$ cat src/rtl/pattern_scan_engine.sv
// Pattern scan engine.
// Reads a 5-bit pattern (top bits of the pattern byte) and a 32-byte string from data memory,
// counts pattern occurrences, then writes three result bytes:
//   RES_ADDR+0 : ctb, matches in windows lying wholly inside one byte
//   RES_ADDR+1 : cto, number of bytes holding at least one in-byte match
//   RES_ADDR+2 : cts, matches over all 252 windows of the 256-bit string (byte 0 = MSB)
// Ports:
//   clk_i          system clock, rising edge
//   rst_ni         synchronous active-low reset
//   req_i          start request, only honoured in idle or done
//   done_o         registered completion flag, high while in the done state
//   mem_addr_o     data-memory address
//   mem_rd_data_i  data-memory read data (asynchronous read of mem_addr_o)
//   mem_wr_en_o    data-memory write enable
//   mem_wr_data_o  data-memory write data
module pattern_scan_engine #(
  parameter int unsigned STR_BASE = 0,
  parameter int unsigned PAT_ADDR = 32,
  parameter int unsigned RES_ADDR = 33
) (
  input  logic       clk_i,
  input  logic       rst_ni,
  input  logic       req_i,
  output logic       done_o,
  output logic [7:0] mem_addr_o,
  input  logic [7:0] mem_rd_data_i,
  output logic       mem_wr_en_o,
  output logic [7:0] mem_wr_data_o
);

  localparam logic [7:0] StrBase8 = 8'(STR_BASE);
  localparam logic [7:0] PatAddr8 = 8'(PAT_ADDR);
  localparam logic [7:0] ResAddr8 = 8'(RES_ADDR);

  typedef enum logic [2:0] {
    StIdle, StRdPat, StScan, StWrB, StWrO, StWrS, StDone
  } state_e;

  state_e      state_q, state_d;
  logic        done_q, done_d;
  logic [4:0]  pat_q, pat_d;
  logic [4:0]  idx_q, idx_d;
  logic [3:0]  tail_q, tail_d;
  logic [7:0]  ctb_q, ctb_d;
  logic [7:0]  cto_q, cto_d;
  logic [7:0]  cts_q, cts_d;

  logic [2:0]  in_cnt;
  logic [2:0]  cross_cnt;

  // Number of the four 5-bit windows of an 8-bit vector that equal the pattern.
  function automatic logic [2:0] count_win(input logic [7:0] x, input logic [4:0] p);
    logic [2:0] c;
    c = 3'd0;
    if (x[4:0] == p) c = c + 3'd1;
    if (x[5:1] == p) c = c + 3'd1;
    if (x[6:2] == p) c = c + 3'd1;
    if (x[7:3] == p) c = c + 3'd1;
    return c;
  endfunction

  // Crossing windows join the previous byte's low nibble with the current high nibble;
  // byte 0 has no predecessor.
  always_comb begin
    in_cnt    = count_win(mem_rd_data_i, pat_q);
    cross_cnt = (idx_q == 5'd0) ? 3'd0 : count_win({tail_q, mem_rd_data_i[7:4]}, pat_q);
  end

  always_comb begin
    state_d       = state_q;
    done_d        = done_q;
    pat_d         = pat_q;
    idx_d         = idx_q;
    tail_d        = tail_q;
    ctb_d         = ctb_q;
    cto_d         = cto_q;
    cts_d         = cts_q;
    mem_addr_o    = 8'd0;
    mem_wr_en_o   = 1'b0;
    mem_wr_data_o = 8'd0;

    unique case (state_q)
      StIdle, StDone: begin
        if (req_i) begin
          state_d = StRdPat;
          done_d  = 1'b0;
          idx_d   = 5'd0;
          tail_d  = 4'd0;
          ctb_d   = 8'd0;
          cto_d   = 8'd0;
          cts_d   = 8'd0;
        end
      end
      StRdPat: begin
        mem_addr_o = PatAddr8;
        pat_d      = mem_rd_data_i[7:3];
        idx_d      = 5'd0;
        state_d    = StScan;
      end
      StScan: begin
        mem_addr_o = StrBase8 + {3'b000, idx_q};
        ctb_d      = ctb_q + {5'b00000, in_cnt};
        cto_d      = cto_q + {7'd0, (in_cnt != 3'd0)};
        cts_d      = cts_q + {5'b00000, in_cnt} + {5'b00000, cross_cnt};
        tail_d     = mem_rd_data_i[3:0];
        idx_d      = idx_q + 5'd1;
        if (idx_q == 5'd31) state_d = StWrB;
      end
      StWrB: begin
        mem_wr_en_o   = 1'b1;
        mem_addr_o    = ResAddr8;
        mem_wr_data_o = ctb_q;
        state_d       = StWrO;
      end
      StWrO: begin
        mem_wr_en_o   = 1'b1;
        mem_addr_o    = ResAddr8 + 8'd1;
        mem_wr_data_o = cto_q;
        state_d       = StWrS;
      end
      StWrS: begin
        mem_wr_en_o   = 1'b1;
        mem_addr_o    = ResAddr8 + 8'd2;
        mem_wr_data_o = cts_q;
        state_d       = StDone;
        done_d        = 1'b1;
      end
      default: state_d = StIdle;
    endcase
  end

  always_ff @(posedge clk_i) begin
    if (!rst_ni) begin
      state_q <= StIdle;
      done_q  <= 1'b0;
      pat_q   <= 5'd0;
      idx_q   <= 5'd0;
      tail_q  <= 4'd0;
      ctb_q   <= 8'd0;
      cto_q   <= 8'd0;
      cts_q   <= 8'd0;
    end else begin
      state_q <= state_d;
      done_q  <= done_d;
      pat_q   <= pat_d;
      idx_q   <= idx_d;
      tail_q  <= tail_d;
      ctb_q   <= ctb_d;
      cto_q   <= cto_d;
      cts_q   <= cts_d;
    end
  end

  assign done_o = done_q;

endmodule

$ cat config.mk
export PLATFORM = sky130hd
export DESIGN_NAME = pattern_scan_engine
export DESIGN_NICKNAME = d
export VERILOG_FILES = /design/src/rtl/pattern_scan_engine.sv
export SDC_FILE = /design/constraint.sdc
export NUM_CORES = 1
export LEC_CHECK = 0
export BUFFER_PORTS_ARGS = -buffer_cell sky130_fd_sc_hd__buf_4
export CAP_MARGIN = 20
export CORE_MARGIN = 1.5
export CORE_UTILIZATION = 60
export DETAILED_ROUTE_END_ITERATION = 8
export GPL_TIMING_DRIVEN = 0
export PLACE_DENSITY = 0.8
export REMOVE_ABC_BUFFERS = 1
export SYNTH_ARGS = -nofsm -noshare
export SYNTH_HDL_FRONTEND = slang
export SYNTH_SLANG_ARGS = --single-unit
$ cat constraint.sdc
create_clock -name clk_i -period 5.9 [get_ports clk_i]
set_clock_uncertainty 0.15 [all_clocks]
set_input_delay 1.77 -clock clk_i [delete_from_list [all_inputs] [get_ports clk_i]]
set_output_delay 1.77 -clock clk_i [all_outputs]
set_load 0.1 [all_outputs]
==> metrics.csv, run 1 <==
stage,metric,value,unit
global_routing,number of global-route vias before repair,2691,
power_and_ir_drop,Leak Pwr,1.49,nW
finish,number of fill cells in the layout,427,
finish,number of non-filler instances in the completed layout,488,
placed_design,detailed placer's ending HPWL,5170,um
synth,dominant combinational cell family by area after synthesis,simple AND/OR/NAND/NOR gates,
synth,largest cells by area after synthesis,"sky130_fd_sc_hd__dfxtp_1, sky130_fd_sc_hd__ha_1, sky130_fd_sc_hd__xor2_1",
power_and_ir_drop,total power per unit cell area,207,nW/um^2
finish,layout cells sized above 1,0.151,
synth,synthesized instance count,412,
synth,Synth Area in Adders,0.0973,
drt,number of DRC markers in iteration 0,214,
global_routing,Overflow after GRT,0,
floorplan,Placeable Area,5240,um^2
setup_path,Critical Setup Path Class,in2reg,
setup_path,Critical Path Source Type,input pin,
finish,Post-layout nets,452,
synth,"count leader, synth",sky130_fd_sc_hd__nor2_1,
setup_path,RR Startpoint,pat_q[4],
drt,routed vias/inst,5.85,
synth,share of cell area taken by muxes after synthesis,0.0393,
cts,# resized after CTS,0,
synth,number of distinct standard cells referenced by the synthesized netlist,56,
timing,Final Slew Violations,0,
power_and_ir_drop,VDD IR-drop max,0.000156,V
synth,dominant register cell in the synthesized netlist,sky130_fd_sc_hd__dfxtp_1,
timing,fin crit period,5610,ps
finish,antenna fix cells,0,
synth,sequential-to-total area share from yosys stat,0.251,
global_routing,aggregate global-route resource usage,0.247,
timing,setup violation total in the final timing report,0,
status,run status,"complete, no violations",
synth,xor and xnor fraction of the mapped netlist area,0.137,
finish,Storage cell area,841,um^2
floorplan,die height,77.6,um
drt,remaining design rule violation count,0,
floorplan,Die Outline Area,6030,um^2
min_path,type of the tightest min-delay check,reg2reg,
floorplan,IO Count,29,
synth,share of async-settable or async-resettable flops after synthesis,0,
setup_path,worst setup path startpoint,mem_rd_data_i[5],
cts,H-tree levels,2,
placed_design,count of placed standard cells including taps,481,
drt,Routed WL per cell,14.6,um
synth,count of flip-flops with a built-in enable after synthesis,0,
synth,warning count from the yosys run,0,
synth,post-synthesis cell type with the largest combined area,sky130_fd_sc_hd__dfxtp_1,
cts,post-cts hold buffer count,0,
timing,tightest hold margin,334,ps
floorplan,Rows,26,
timing,RSZ-0062 raised after global routing,no,
cts,post-CTS setup repair buffer count,0,
cts,Num CTS Buffers,5,
timing,transition time at the pin with the least slew margin,809,ps
synth,fraction of the mapped netlist area in compound gates,0.156,
finish,area of the multi-input gates,2200,um^2
synth,average footprint of a synthesized cell,8.11,um^2
timing,final hold violations,0,
synth,netlist area before placement,3340,um^2
synth,flip-flop and latch count after synthesis,42,
floorplan,initial core utilization,0.638,
synth,top cell types by occurrence after synthesis,"sky130_fd_sc_hd__nor2_1, sky130_fd_sc_hd__dfxtp_1, sky130_fd_sc_hd__a21oi_1, sky130_fd_sc_hd__nand2_1",
global_routing,wire length of the first global-routing pass,12100,um
setup_path,Worst Path Max Fanout,6,
setup_path,required time at the endpoint of the critical path,5980,ps
placed_design,count of input and output buffers,26,
floorplan,chip width,77.6,um
cts,clk sinks,42,
drt,vias after detailed routing,2853,
global_routing,antenna violations before repair,0,
cts,clk_lat worst skew,290,ps
timing,FMAX,0.178,GHz
timing,worst max-slew margin expressed relative to the limit,0.459,
setup_path,arrival time at the worst endpoint,5690,ps
job,max-capacitance violation count,0,
min_path,startpoint of the tightest hold check path,cts_q[7],
placed_design,RePlAce Congestion,0.866,
setup_path,category of the worst setup path capture point,flip-flop,
timing,period utilization,0.951,
cts,CTS root buf,sky130_fd_sc_hd__clkbuf_8,
finish,Area Growth Syn to Fin,6.55,%
cts,maximum buffer depth of the clock tree,2,
drt,total wire length,7120,um
drt,DR pass1 iterations,5,
drt,number of nets with antenna violations after detailed routing,0,
global_routing,pin count of the biggest net entering global routing,31,
power_and_ir_drop,total power draw,0.739,mW
synth,"area fraction in and, or, nand and nor cells after synthesis",0.225,
synth,share of Yosys cell area claimed by the top area cell type,0.251,
cts,CTS tree,built,
cts,clock slew seen by the registers of the worst setup and hold paths,80,ps
## final cells by class
cell class              count  share of cell area
repair buffers             29              0.0745
clock buffers               7              0.0214
well taps                  70              0.0246
inverters                  25              0.0263
multi-input cells         315               0.617
flip-flops and latches     42               0.236
## through the flow
step | util | area, um^2 | TNS [ps] | setup slack [ps]
2_1_floorplan | - | 3130 | 0 | 486
3_3_place_gp | 0.652 | 3410 | -41.9 | -41.9
6_report | 0.680 | 3560 | 0 | 288
5_1_grt | 0.680 | 3560 | 0 | 9.73
3_5_place_dp | 0.666 | 3490 | -15.5 | -15.5
4_1_cts | 0.680 | 3560 | 0 | 262
## worst paths after layout
check,cells past startpoint,endpoint,slack (ps)
setup / recovery,18,cts_q[7],290
hold / removal,2,cts_q[7],330
setup reg to reg,17,cts_q[7],1230
hold reg to reg,2,cts_q[7],330
## kinds of logic (layout without fill, tap and decap cells)
group                      Yosys count  count (layout)
AOI/OAI and AO/OA                   85              85
xor gates and xnor gates            49              49
adders and majority gates           23              23
buffers and inverters               56              61
DFF                                 42              42
muxes                               12              12
other                                1               2
and+or+nand+nor                    144             144
## registers in the layout, summed over array words and instances (netlist names)
name and cells:
done_o 1, idx_q 5, cts_q 8, cto_q 8, tail_q 4, ctb_q 8
pat_q 5, state_q 3
## critical path, stage by stage
cell and delay (ps):
sky130_fd_sc_hd__buf_4 150, sky130_fd_sc_hd__xor2_1 150, sky130_fd_sc_hd__nor3_2 190, sky130_fd_sc_hd__nand3_2 150, sky130_fd_sc_hd__ha_1 350, sky130_fd_sc_hd__xnor2_1 310, sky130_fd_sc_hd__inv_1 80, sky130_fd_sc_hd__ha_1 270
sky130_fd_sc_hd__mux2i_1 320, sky130_fd_sc_hd__inv_1 140, sky130_fd_sc_hd__fa_1 500, sky130_fd_sc_hd__ha_1 200, sky130_fd_sc_hd__fa_1 220, sky130_fd_sc_hd__a21oi_1 70, sky130_fd_sc_hd__nor2b_1 210, sky130_fd_sc_hd__nand4_1 160
sky130_fd_sc_hd__or2_2 290, sky130_fd_sc_hd__a21oi_1 140
## report_power, final
part / internal, mW / switching, mW
clock: 0.0817 / 0.0973
combinational: 0.0899 / 0.146
sequential: 0.293 / 0.0304
total: 0.465 / 0.274
## cell usage in the layout (no fill, tap or decap), types with 4 or more instances in the layout
| cell type | instances |
|---|---|
| sky130_fd_sc_hd__nor2_1 | 44 |
| sky130_fd_sc_hd__mux2_2 | 8 |
| sky130_fd_sc_hd__o21ai_0 | 12 |
| sky130_fd_sc_hd__dfxtp_1 | 42 |
| sky130_fd_sc_hd__inv_1 | 25 |
| sky130_fd_sc_hd__nor3_2 | 4 |
| sky130_fd_sc_hd__a22oi_1 | 14 |
| sky130_fd_sc_hd__fa_1 | 5 |
| sky130_fd_sc_hd__nand4_1 | 5 |
| sky130_fd_sc_hd__buf_4 | 26 |
| sky130_fd_sc_hd__nand3_2 | 4 |
| sky130_fd_sc_hd__xor2_1 | 25 |
| sky130_fd_sc_hd__nand2_1 | 35 |
| sky130_fd_sc_hd__clkbuf_8 | 5 |
| sky130_fd_sc_hd__a21oi_1 | 35 |
| sky130_fd_sc_hd__nand3_1 | 21 |
| sky130_fd_sc_hd__a31oi_1 | 6 |
| sky130_fd_sc_hd__or2_2 | 4 |
| sky130_fd_sc_hd__xnor2_1 | 20 |
| sky130_fd_sc_hd__ha_1 | 18 |
## per-layer routing
layer,global-route usage,wire [um]
met5,0,0
met4,0.105,131
met3,0.0376,237
met2,0.415,3490
met1,0.313,3270
No activity file was read; power rests on OpenSTA's default activity.
==> inputs of run 2 (changes only) <==
--- a/config.mk
+++ b/config.mk
@@ -7,7 +7,6 @@
 export LEC_CHECK = 0
 export BUFFER_PORTS_ARGS = -buffer_cell sky130_fd_sc_hd__buf_4
 export CAP_MARGIN = 20
-export CORE_MARGIN = 1.5
 export CORE_UTILIZATION = 60
 export DETAILED_ROUTE_END_ITERATION = 8
 export GPL_TIMING_DRIVEN = 0
==> run 2 against run 1 <==
Combinational power about the same. Largest cell class unchanged. Count of clock-buffer cells in the layout unchanged. Final cell count increased by 0.20%. First-iteration DRC count decreased by 34%. Clock power increased by 9%.
==> metrics.csv, run 2 (synthesized netlist as in run 1, its figures left out) <==
stage,metric,value,unit
timing,FMAX,0.178,GHz
timing,worst max-slew margin expressed relative to the limit,0.462,
setup_path,Worst Path Max Fanout,6,
timing,setup violation total in the final timing report,0,
floorplan,Placeable Area,5240,um^2
global_routing,Overflow after GRT,0,
job,max-capacitance violation count,0,
drt,Routed WL per cell,14.7,um
finish,layout cells sized above 1,0.158,
floorplan,Die Outline Area,5870,um^2
cts,clk sinks,42,
timing,final hold violations,0,
global_routing,number of global-route vias before repair,2697,
placed_design,RePlAce Congestion,0.882,
setup_path,worst-case reg-to-reg path depth,17,
floorplan,Rows,26,
setup_path,required time at the endpoint of the critical path,5980,ps
setup_path,worst setup path startpoint,mem_rd_data_i[4],
min_path,type of the tightest min-delay check,reg2reg,
drt,routed vias/inst,5.77,
cts,# resized after CTS,0,
timing,Final Slew Violations,0,
global_routing,aggregate global-route resource usage,0.264,
timing,period utilization,0.954,
power_and_ir_drop,VDD IR-drop max,0.000153,V
setup_path,arrival time at the worst endpoint,5710,ps
floorplan,IO Count,29,
timing,transition time at the pin with the least slew margin,805,ps
timing,Final TNS setup,0,ps
setup_path,chain of cells forming the critical path,buf_4 -> xor2_1 -> nor3_2 -> nand3_2 -> ha_1 -> xnor2_1 -> inv_1 -> ha_1 -> mux2i_2 -> inv_1 -> fa_1 -> ha_1 -> fa_1 -> a21oi_1 -> nor2b_1 -> nand4_1 -> or2_2 -> a21oi_1,
finish,area of the multi-input gates,2200,um^2
drt,remaining design rule violation count,0,
min_path,hold-critical path depth,2,
drt,number of nets with antenna violations after detailed routing,0,
setup_path,termination of the worst setup path,cts_q[7],
status,run status,"complete, no violations",
cts,post-cts hold buffer count,0,
global_routing,wire length of the first global-routing pass,12600,um
drt,vias after detailed routing,2821,
setup_path,cell repeated most along the worst path,sky130_fd_sc_hd__ha_1,
floorplan,die height,76.6,um
setup_path,worst stage delay on the critical path,500,ps
finish,"commonest cells after routing, fill and taps aside","sky130_fd_sc_hd__nor2_1, sky130_fd_sc_hd__dfxtp_1, sky130_fd_sc_hd__nand2_1, sky130_fd_sc_hd__a21oi_1, sky130_fd_sc_hd__buf_4",
cts,clock slew seen by the registers of the worst setup and hold paths,80,ps
timing,RSZ-0062 raised after global routing,no,
setup_path,slowest CP cell,sky130_fd_sc_hd__fa_1,
cts,clk_lat worst skew,300,ps
finish,final design utilization,0.684,
finish,Area Growth Syn to Fin,7.11,%
setup_path,"setup slack, reg-to-reg",1200,ps
placed_design,count of input and output buffers,26,
cts,H-tree levels,2,
finish,Storage cell area,841,um^2
global_routing,pin count of the biggest net entering global routing,31,
power_and_ir_drop,total power per unit cell area,211,nW/um^2
cts,CTS root buf,sky130_fd_sc_hd__clkbuf_8,
global_routing,antenna violations before repair,0,
finish,antenna fix cells,0,
setup_path,category of the worst setup path capture point,flip-flop,
setup_path,Reg-to-Reg End,cts_q[7],
cts,post-CTS setup repair buffer count,0,
floorplan,initial core utilization,0.638,
finish,leading registers by flop count,"ctb_q (8), cto_q (8), cts_q (8)",
cts,CTS tree,built,
timing,fin crit period,5630,ps
placed_design,detailed placer's ending HPWL,5200,um
setup_path,Critical Setup Path Class,in2reg,
drt,total wire length,7190,um
cts,Num CTS Buffers,5,
setup_path,RR Startpoint,pat_q[4],
min_path,startpoint of the tightest hold check path,done_o,
drt,number of DRC markers in iteration 0,142,
drt,DR pass1 iterations,5,
finish,number of fill cells in the layout,452,
finish,most common library cell in the layout ignoring fill and taps,sky130_fd_sc_hd__nor2_1,
power_and_ir_drop,Leak Pwr,1.50,nW
setup_path,Critical Path Source Type,input pin,
finish,Post-layout nets,452,
floorplan,chip width,76.6,um
cts,maximum buffer depth of the clock tree,2,
run 2: layout make-up:
| cell class | count | area share |
|---|---|---|
| repair buffers | 29 | 0.0741 |
| well taps | 70 | 0.0245 |
| flip-flops and latches | 42 | 0.235 |
| multi-input cells | 315 | 0.615 |
| clock buffers | 7 | 0.0241 |
| inverters | 25 | 0.0262 |
| clock inverters | 1 | 0.00140 |
run 2: how the worst min path moves through the flow:
stage / endpoint / slack [ps]
global placement: ctb_q[7] / 310
finish: done_o / 330
floorplan: cts_q[7] / 300
detailed placement: done_o / 330
CTS: done_o / 340
global route: cts_q[7] / 370
run 2: report_power, final:
group          switching [mW]  internal, mW
Sequential             0.0303         0.293
Clock                   0.102        0.0946
Combinational           0.147        0.0902
run 2: layer usage:
layer | wire length, um | track usage
met1 | 3240 | 0.341
met2 | 3560 | 0.446
met3 | 269 | 0.0335
met4 | 119 | 0.100
met5 | 0 | 0
run 2: metrics by stage:
step	setup WS, ps	cell area (um^2)	cells	hold slack (ps)	total power [mW]
floorplan	486	3130	382	298	0.495
global placement	-36.7	3410	478	312	0.543
detailed placement	-72.3	3490	481	325	0.566
CTS	223	3580	489	339	0.759
global route	41.1	3580	489	367	0.798
finish	271	3580	489	335	0.757
run 2: worst max-delay path: cells and delay by family:
family / cells / cell delay [ps]
AO/OA/AOI/OAI: 2 / 210
buffers and inverters: 3 / 360
AND/OR/NAND/NOR: 5 / 1030
multiplexers: 1 / 290
adder cells (fa/ha/maj): 5 / 1560
XOR/XNOR: 2 / 460
==> inputs of run 3 (changes only) <==
--- a/config.mk
+++ b/config.mk
@@ -5,12 +5,12 @@
 export SDC_FILE = /design/constraint.sdc
 export NUM_CORES = 1
 export LEC_CHECK = 0
-export BUFFER_PORTS_ARGS = -buffer_cell sky130_fd_sc_hd__buf_4
+export BUFFER_PORTS_ARGS = -buffer_cell sky130_fd_sc_hd__buf_2
 export CAP_MARGIN = 20
-export CORE_UTILIZATION = 60
+export CORE_UTILIZATION = 50
 export DETAILED_ROUTE_END_ITERATION = 8
 export GPL_TIMING_DRIVEN = 0
-export PLACE_DENSITY = 0.8
+export PLACE_DENSITY = 0.69
 export REMOVE_ABC_BUFFERS = 1
 export SYNTH_ARGS = -nofsm -noshare
 export SYNTH_HDL_FRONTEND = slang
==> run 3 against run 2 <==
Sequential cell count did not move. Non-clock buffer count unchanged. Die area is 19% higher. Register-to-register slack better by 150 ps. Power rose by 5.1%. Sequential power is essentially flat. Global-route usage down 5.3 points. Maximum frequency up 1.8%. Count of clock-buffer cells in the layout down 2. Largest power group unchanged.
==> metrics.csv, run 3 (synthesized netlist as in run 1, its figures left out) <==
stage,metric,value,unit
status,run status,"complete, no violations",
global_routing,met3 usage in global routing,0.0287,
floorplan,Die Outline Area,7020,um^2
drt,remaining design rule violation count,0,
cts,clock slew seen by the registers of the worst setup and hold paths,90,ps
setup_path,"setup slack, reg-to-reg",1350,ps
drt,total wire length,7290,um
cts,maximum buffer depth of the clock tree,2,
cts,H-tree levels,2,
setup_path,required time at the endpoint of the critical path,5990,ps
global_routing,pin count of the biggest net entering global routing,30,
cts,Num CTS Buffers,5,
global_routing,GR Util met1,0.291,
floorplan,IO Count,29,
global_routing,met2 Use GR,0.336,
power_and_ir_drop,total power per unit cell area,224,nW/um^2
drt,number of DRC markers in iteration 0,163,
cts,CTS root buf,sky130_fd_sc_hd__clkbuf_8,
drt,vias after detailed routing,2841,
drt,Routed WL per cell,14.7,um
timing,Final Slew Violations,0,
floorplan,die height,83.8,um
placed_design,worst slack at placement,-77.0,ps
finish,number of fill cells in the layout,569,
setup_path,Reg-to-Reg End,cts_q[7],
setup_path,arrival time at the worst endpoint,5620,ps
finish,layout cells sized above 1,0.162,
drt,number of nets with antenna violations after detailed routing,0,
finish,Post-layout nets,452,
drt,routed vias/inst,5.73,
global_routing,routing layer with the top usage in global route,met2,
setup_path,Critical Path Source Type,input pin,
timing,post-layout worst setup margin,371,ps
finish,final design utilization,0.556,
setup_path,RR Startpoint,pat_q[4],
setup_path,worst-case reg-to-reg path depth,17,
global_routing,aggregate global-route resource usage,0.211,
cts,CTS tree,built,
timing,Final TNS setup,0,ps
min_path,hold-critical path depth,2,
min_path,Hold EP,ctb_q[7],
drt,DR pass1 iterations,5,
setup_path,Worst Path Max Fanout,6,
timing,setup violation total in the final timing report,0,
floorplan,chip width,83.8,um
timing,period utilization,0.937,
placed_design,detailed placer's ending HPWL,5170,um
placed_design,RePlAce Congestion,0.808,
timing,FMAX,0.181,GHz
finish,most common library cell in the layout ignoring fill and taps,sky130_fd_sc_hd__nor2_1,
finish,number of non-filler instances in the completed layout,496,
timing,tightest hold margin,333,ps
finish,"commonest cells after routing, fill and taps aside","sky130_fd_sc_hd__nor2_1, sky130_fd_sc_hd__dfxtp_1, sky130_fd_sc_hd__nand2_1, sky130_fd_sc_hd__a21oi_1, sky130_fd_sc_hd__buf_2",
floorplan,Placeable Area,6390,um^2
min_path,startpoint of the tightest hold check path,ctb_q[7],
timing,final hold violations,0,
floorplan,Rows,29,
global_routing,wire length of the first global-routing pass,12100,um
timing,fin crit period,5530,ps
placed_design,count of input and output buffers,26,
global_routing,Overflow after GRT,0,
floorplan,initial core utilization,0.524,
finish,leading registers by flop count,"ctb_q (8), cto_q (8), cts_q (8)",
cts,post-cts hold buffer count,0,
timing,worst max-slew margin expressed relative to the limit,0.456,
timing,RSZ-0062 raised after global routing,no,
global_routing,number of global-route vias before repair,2594,
setup_path,Critical Setup Path Class,in2reg,
cts,clk sinks,42,
finish,antenna fix cells,0,
power_and_ir_drop,VDD IR-drop max,0.000162,V
finish,Area Growth Syn to Fin,6.29,%
global_routing,antenna violations before repair,0,
placed_design,count of placed standard cells including taps,488,
cts,clk_lat worst skew,300,ps
setup_path,category of the worst setup path capture point,flip-flop,
job,max-capacitance violation count,0,
timing,transition time at the pin with the least slew margin,817,ps
power_and_ir_drop,Leak Pwr,1.50,nW
min_path,type of the tightest min-delay check,reg2reg,
run 3: cell count changes in the layout (fill, tap and decap cells not counted):
| cell | before | now |
|---|---|---|
| sky130_fd_sc_hd__inv_6 | 0 | 1 |
| sky130_fd_sc_hd__clkbuf_1 | 1 | 0 |
| sky130_fd_sc_hd__buf_2 | 0 | 26 |
| sky130_fd_sc_hd__xnor2_2 | 3 | 4 |
| sky130_fd_sc_hd__buf_4 | 26 | 0 |
| sky130_fd_sc_hd__clkbuf_8 | 6 | 5 |
| sky130_fd_sc_hd__xnor2_1 | 20 | 19 |
| sky130_fd_sc_hd__bufinv_16 | 0 | 1 |
run 3: worst max-delay path by stage:
| stage | startpoint | endpoint | slack, ps | cells past startpoint |
|---|---|---|---|---|
| 2_1_floorplan | mem_rd_data_i[2] | cts_q[7] | 490 | 17 |
| 5_1_grt | mem_rd_data_i[4] | cts_q[7] | 20 | 18 |
| 3_5_place_dp | mem_rd_data_i[4] | cts_q[7] | -80 | 18 |
| 4_1_cts | mem_rd_data_i[4] | cts_q[7] | 220 | 18 |
| 6_report | mem_rd_data_i[4] | cts_q[7] | 370 | 18 |
| 3_3_place_gp | mem_rd_data_i[4] | cts_q[7] | -90 | 18 |
run 3: layout make-up:
cell class | count | area (um^2) | area share
inverters | 25 | 93.8 | 0.0264
well taps | 77 | 96.3 | 0.0271
multi-input cells | 315 | 2210 | 0.622
clock inverters | 3 | 43.8 | 0.0123
flip-flops and latches | 42 | 841 | 0.237
repair buffers | 29 | 200 | 0.0563
clock buffers | 5 | 68.8 | 0.0194
run 3: stage by stage:
step | instance area [um^2] | power, mW
after floorplan | 3130 | 0.495
after global placement | 3360 | 0.545
after detailed placement | 3430 | 0.562
after CTS | 3540 | 0.799
after global routing | 3550 | 0.837
final | 3550 | 0.795
run 3: per-layer routing:
layer | share of wire | wire length [um] | vias up
li1 | - | - | 1403
met1 | 0.47 | 3460 | 1346
met2 | 0.46 | 3380 | 81
met3 | 0.042 | 306 | 11
met4 | 0.020 | 145 | 0
met5 | 0 | 0 | -
run 3: worst max-delay path, cell delays in order:
cell and delay (ps):
sky130_fd_sc_hd__buf_2 160, sky130_fd_sc_hd__xor2_1 160, sky130_fd_sc_hd__nor3_2 230, sky130_fd_sc_hd__nand3_2 150, sky130_fd_sc_hd__ha_1 350, sky130_fd_sc_hd__xnor2_2 230, sky130_fd_sc_hd__inv_1 70, sky130_fd_sc_hd__ha_1 280
sky130_fd_sc_hd__mux2i_2 280, sky130_fd_sc_hd__inv_1 140, sky130_fd_sc_hd__fa_1 500, sky130_fd_sc_hd__ha_1 190, sky130_fd_sc_hd__fa_1 220, sky130_fd_sc_hd__a21oi_1 80, sky130_fd_sc_hd__nor2b_1 200, sky130_fd_sc_hd__nand4_1 150
sky130_fd_sc_hd__or2_2 300, sky130_fd_sc_hd__a21oi_1 150
run 3: timing repair:
| action | 4_1_cts | 5_1_grt |
|---|---|---|
| endpoints found under the setup margin | 0 | 2 |
| resized for setup | 0 | 2 |
| setup buffers | 0 | 0 |
| hold endpoints to repair | 0 | 0 |
run 3: where the power goes:
group	internal (mW)	switching (mW)
clock network	0.127	0.110
logic	0.0878	0.147
registers	0.293	0.0299
